[src/rtl/cordic_pkg.sv]
// Shared hyperbolic CORDIC definitions: atanh table, iteration count, default width, FSM states.
package cordic_pkg;

    localparam int XY_SZ_DEFAULT = 8;
    localparam int ITER_DEFAULT  = 7;
    localparam int ATANH_W       = 5;

    typedef enum logic [1:0] {IDLE, RUN, DONE} state_t;

    // atanh(2^-(idx+1)) in the angle LSB shared with the rotation pipeline
    function automatic logic [ATANH_W-1:0] atanh_lut(input int unsigned idx);
        logic [ATANH_W-1:0] v;
        v = '0;
        case (idx)
            0: v = 5'd22;
            1: v = 5'd10;
            2: v = 5'd5;
            3: v = 5'd2;
            4: v = 5'd1;
            default: v = '0;
        endcase
        return v;
    endfunction

endpackage

[src/rtl/cordic_hyp_microrot.sv]
// One combinational hyperbolic micro-rotation; direction from Z sign (rotation) or Y sign (vectoring).
module cordic_hyp_microrot #(
    parameter int W    = 9,
    parameter int SH_W = 3
) (
    input  logic signed [W-1:0]    x,
    input  logic signed [W-1:0]    y,
    input  logic signed [W-1:0]    z,
    input  logic        [SH_W-1:0] shift,
    input  logic signed [W-1:0]    t,
    input  logic                   vectoring,
    output logic signed [W-1:0]    x_nx,
    output logic signed [W-1:0]    y_nx,
    output logic signed [W-1:0]    z_nx
);

    logic signed [W-1:0] x_sh;
    logic signed [W-1:0] y_sh;
    logic                up;

    always_comb begin
        x_sh = x >>> shift;
        y_sh = y >>> shift;
        up   = vectoring ? y[W-1] : ~z[W-1];
        if (up) begin
            x_nx = x + y_sh;
            y_nx = y + x_sh;
            z_nx = z - t;
        end else begin
            x_nx = x - y_sh;
            y_nx = y - x_sh;
            z_nx = z + t;
        end
    end

endmodule

[src/rtl/cordic_hyperbolic_vectoring_8bit.sv]
// Iterative hyperbolic CORDIC vectoring: one shared micro-rotation, ITER cycles per operand.
module cordic_hyperbolic_vectoring_8bit
    import cordic_pkg::*;
#(
    parameter int XY_SZ = XY_SZ_DEFAULT,
    parameter int ITER  = ITER_DEFAULT
) (
    input  logic                    clk,
    input  logic                    rst,
    input  logic                    in_valid,
    output logic                    in_ready,
    input  logic signed [XY_SZ-1:0] Xin,
    input  logic signed [XY_SZ-1:0] Yin,
    output logic                    out_valid,
    input  logic                    out_ready,
    output logic signed [XY_SZ:0]   Xout,
    output logic signed [XY_SZ-1:0] Zout,
    output logic                    dom_err
);

    localparam int W    = XY_SZ + 1;
    localparam int SH_W = $clog2(ITER + 1);

    state_t              state, state_nx;
    logic [SH_W-1:0]     cnt;
    logic [SH_W-1:0]     shift;
    logic                last;
    logic signed [W-1:0] x_r, y_r, z_r;
    logic signed [W-1:0] x_nx, y_nx, z_nx;
    logic signed [W-1:0] x_in_e, y_in_e, y_abs, t;
    logic                dom_now, dom_r;

    assign x_in_e  = {Xin[XY_SZ-1], Xin};
    assign y_in_e  = {Yin[XY_SZ-1], Yin};
    assign y_abs   = y_in_e[W-1] ? -y_in_e : y_in_e;
    assign dom_now = x_in_e[W-1] || (x_in_e == '0) || (y_abs >= x_in_e);

    assign shift = cnt + SH_W'(1);
    assign last  = (cnt == SH_W'(ITER - 1));
    assign t     = {{(W - ATANH_W){1'b0}}, atanh_lut(32'(cnt))};

    assign in_ready  = (state == IDLE);
    assign out_valid = (state == DONE);

    cordic_hyp_microrot #(.W(W), .SH_W(SH_W)) u_microrot (
        .x         (x_r),
        .y         (y_r),
        .z         (z_r),
        .shift     (shift),
        .t         (t),
        .vectoring (1'b1),
        .x_nx      (x_nx),
        .y_nx      (y_nx),
        .z_nx      (z_nx)
    );

    always_ff @(posedge clk) begin
        if (rst) state <= IDLE;
        else     state <= state_nx;
    end

    always_comb begin
        state_nx = state;
        case (state)
            IDLE:    if (in_valid) state_nx = RUN;
            RUN:     if (last)     state_nx = DONE;
            DONE:    if (out_ready) state_nx = IDLE;
            default: state_nx = IDLE;
        endcase
    end

    // dom_err is captured at acceptance but only published with the result
    always_ff @(posedge clk) begin
        if (rst) begin
            cnt     <= '0;
            x_r     <= '0;
            y_r     <= '0;
            z_r     <= '0;
            dom_r   <= 1'b0;
            Xout    <= '0;
            Zout    <= '0;
            dom_err <= 1'b0;
        end else begin
            case (state)
                IDLE: if (in_valid) begin
                    x_r   <= x_in_e;
                    y_r   <= y_in_e;
                    z_r   <= '0;
                    dom_r <= dom_now;
                    cnt   <= '0;
                end
                RUN: begin
                    x_r <= x_nx;
                    y_r <= y_nx;
                    z_r <= z_nx;
                    if (last) begin
                        Xout    <= x_nx;
                        Zout    <= z_nx[XY_SZ-1:0];
                        dom_err <= dom_r;
                    end else begin
                        cnt <= cnt + SH_W'(1);
                    end
                end
                default: ;
            endcase
        end
    end

endmodule

[config.mk]
export PLATFORM = sky130hd
export DESIGN_NAME = cordic_hyperbolic_vectoring_8bit
export DESIGN_NICKNAME = d
export VERILOG_FILES = /design/src/rtl/cordic_pkg.sv /design/src/rtl/cordic_hyp_microrot.sv /design/src/rtl/cordic_hyperbolic_vectoring_8bit.sv
export SDC_FILE = /design/constraint.sdc
export NUM_CORES = 1
export LEC_CHECK = 0
export CAP_MARGIN = 20
export CORE_UTILIZATION = 60
export CTS_CLUSTER_SIZE = 28
export DETAILED_ROUTE_END_ITERATION = 10
export PLACE_DENSITY = 0.82
export SLEW_MARGIN = 15
export SYNTH_ARGS = -nofsm -noshare
export SYNTH_HDL_FRONTEND = slang
export SYNTH_SLANG_ARGS = --single-unit
[constraint.sdc]
create_clock -name clk -period 7.9 [get_ports clk]
set_input_delay 1.58 -clock clk [delete_from_list [all_inputs] [get_ports clk]]
set_output_delay 1.58 -clock clk [all_outputs]
set_load 0.01 [all_outputs]
==> impl_metrics.py <==
metrics = {
    "min_path": {
        "hold_depth": 2,
        "hold_path.class": "reg -> reg",
    },
    "sta": {
        "fin_tns_setup_ns": 0,
        "setup_viol": 0,
        "hold_viol": 0,
        "fin_crit_sh_pct": 64.9,
        "fmax_mhz": 195,
        "slew_viol_final": 0,
        "fin_skew_ns": 0.0141,
        "rsz0062_at_grt": "false",
        "fin_crit_ns": 5.12,
        "slew_headroom_pct": 41.3,
        "tightest_slew_ns": 0.878,
    },
    "setup_path": {
        "worstSetupStartpointType": "flip-flop",
        "path_class": "reg -> reg",
        "required_ns": 8.17,
        "cp.depth": 18,
        "path_max_fanout": 28,
        "path_common_cell": "ha_1",
        "critical_path.cell_chain": "buf_4, clkinv_1, ha_1, buf_16, mux4_2, mux2i_1, ha_1, o211ai_1, nand2_1, nor3_1, a21o_1, a22oi_1, ha_1, a21boi_0, o21a_1, o41a_1, or4_1, nand3_1",
        "slowest_stage": "ha_1",
        "end_kind": "flip-flop",
        "reg2reg_depth": 18,
        "worstPathBufferInverterCount": 3,
        "path_delay_family": "compound AO/OA/AOI/OAI gates",
        "max_stage_delay_ns": 0.61,
        "r2r_slack_ns": 2.78,
        "crit_arrival_ns": 5.39,
    },
    "power": {
        "power.total_w": 0.00124,
        "p_leak_nw": 2.12,
        "p_per_area_nw_per_um2": 242,
        "ir_worst_vdd_mv": 0.155,
    },
    "drt": {
        "finalWirelength_um": 13000,
        "drt_pass1_iterations": 5,
        "vias": 4550,
        "wl_per_cell_um": 18.2,
        "drtIter0Drc": 421,
        "drt-vias-per-instance": 6.38,
        "postRouteAntennaNets": 0,
        "drc_errors": 0,
    },
    "yosys": {
        "syn_area_sq_um": 4610,
        "synth_cells": 596,
        "ys_ff_latch": 50,
        "syn_nets": 661,
        "yosysWarnings": 0,
        "yosysSeqAreaShare_pct": 21.7,
        "synthTopCellsByArea": "dfxtp_1, ha_1, nor2_1",
        "yosys.area.top_type": "dfxtp_1",
        "synth_flop_cell": "dfxtp_1",
        "syn_avg_cell_area_sq_um": 7.73,
        "synthArstFlopShare_pct": 0,
        "synth_top_area_share_pct": 21.7,
        "yosysUniqueCellTypes": 73,
        "synth_edf_count": 0,
    },
    "cts": {
        "cts_buffers": 5,
        "cts.sinks": 50,
        "post_cts_resized": 0,
        "cts-root-buf": "clkbuf_8",
        "clkSlewWorstSetupHoldPaths_ns": 0.11,
        "htree_levels": 2,
        "post_cts_buffers": 0,
        "cts_hold_buf": 0,
        "clk_latency_ns": 0.32,
        "clock_path_buffers": 2,
        "cts_tree": "built",
    },
    "global_routing": {
        "grt_use_total_pct": 33.2,
        "antenna_found_initial": 0,
        "grt_pass1_wl_um": 20400,
        "grt.overflow.total": 0,
        "grt_max_degree": 64,
        "grt_pass1_vias": 4263,
    },
    "floorplanning": {
        "start_util_pct": 62.9,
        "die_h_um": 89.7,
        "die_width_um": 89.7,
        "die-area_sq_um": 8040,
        "top_level_ports": 40,
        "core_area_sq_um": 7330,
        "core.rowCount": 31,
    },
    "place": {
        "routabilityCongestion": 0.906,
        "port_buffers": 39,
        "dpl.hpwl_um": 9780,
    },
    "run": {
        "maxCapViolCount": 0,
    },
    "cells_and_area": {
        "drive_gt1_share_pct": 6.35,
        "final_util_pct": 69.9,
        "synthToLayoutAreaGrowth_pct": 11.2,
        "nNetsFinal": 678,
        "n_antenna_cell": 0,
        "seq_area_sq_um": 1000,
        "fillers": 626,
        "multi_input_area_sq_um": 3300,
    },
    "outcome": {
        "status": "complete, no violations",
    },
}
[layer usage]
metal / global-route usage [%] / wire length [um] / up-vias
met4: 13.6 / 349 / 0
met5: 0 / 0 / -
met2: 58.1 / 6480 / 170
met3: 5.67 / 682 / 38
met1: 40.3 / 5460 / 2159
li1: - / - / 2183
[final timing paths]
check | startpoint | end
max | cnt[0]$_SDFFE_PP0P_ | Xout[8]$_SDFFE_PP0P_
min | Zout[4]$_SDFFE_PP0P_ | Zout[4]$_SDFFE_PP0P_
max reg2reg | cnt[0]$_SDFFE_PP0P_ | Xout[8]$_SDFFE_PP0P_
min reg2reg | Zout[4]$_SDFFE_PP0P_ | Zout[4]$_SDFFE_PP0P_
[worst min-delay path, delay by kind of cell, from the launching register on]
kind,cells,cell delay [ns]
flip-flops,1,0.32
AO/OA/AOI/OAI,1,0.05
AND/OR/NAND/NOR,1,0.05
[sequential cells by signal, summed over array words and instances (netlist names)]
name	cells
Xout	9
Zout	8
cnt	3
dom_err	1
dom_r	1
state	2
x_r	9
y_r	9
z_r	8
[cell usage after synthesis, types with 6 or more instances]
cell and number:
or3_1 10, nor2b_1 7, nor3_1 16, a22oi_1 10, nand3_1 9, o21ai_0 27
mux2_2 7, o221ai_1 8, a21oi_1 46, nand2b_1 8, mux2i_1 13, nand3b_1 7
ha_1 42, buf_1 6, nor2_1 72, xnor2_1 17, clkbuf_1 25, mux4_2 8
nand2_1 57, a211oi_1 11, inv_1 34, dfxtp_1 50, a21o_1 7, xor2_1 6
[report_power, final]
group | internal [W] | switching (W) | total [W]
registers | 0.000279 | 0.0000534 | 0.000332
clock network | 0.0000658 | 0.0000954 | 0.000161
logic | 0.000324 | 0.000422 | 0.000747
[logic make-up after synthesis]
logic type      synth area share, %
flops                          21.7
fa+ha+maj                      12.7
buf+inv                        6.68
other cells                  0.0814
mux                            9.01
xor+xnor                       4.37
compound gates                 23.6
simple gates                   21.9
[cells in the final DEF (no fill, tap or decap), drive strengths merged, types with 4 or more instances in the layout]
cell	n
a211oi	11
a21boi	4
a21o	7
a21oi	46
a22oi	10
and2	5
buf	10
clkbuf	5
clkdlybuf4s50	38
dfxtp	50
ha	42
inv	35
mux2	7
mux2i	13
mux4	9
nand2	57
nand2b	9
nand3	9
nand3b	7
nor2	73
nor2b	7
nor3	16
nor4	5
o211ai	5
o21a	5
o21ai	29
o21bai	5
o221ai	8
or3	10
xnor2	17
xor2	6
[through the flow]
step / cell area (sq um) / setup slack, ns / hold WS, ns / cells
2_1_floorplan: 4610 / 3.56 / 0.432 / 596
3_3_place_gp: 4990 / 2.60 / 0.445 / 703
3_5_place_dp: 4990 / 2.44 / 0.446 / 703
4_1_cts: 5090 / 2.40 / 0.462 / 711
5_1_grt: 5130 / 2.39 / 0.486 / 713
6_report: 5130 / 2.78 / 0.459 / 713
[layout make-up]
type                            instances  share of cell area [%]
Multi-Input combinational cell        473                    64.4
Sequential cell                        50                    19.5
Inverter                               35                    2.56
Clock inverter                          3                   0.561
Tap cell                               99                    2.42
Timing Repair Buffer                   48                    9.22
Clock buffer                            5                    1.34
No activity file was read; power rests on OpenSTA's default activity.
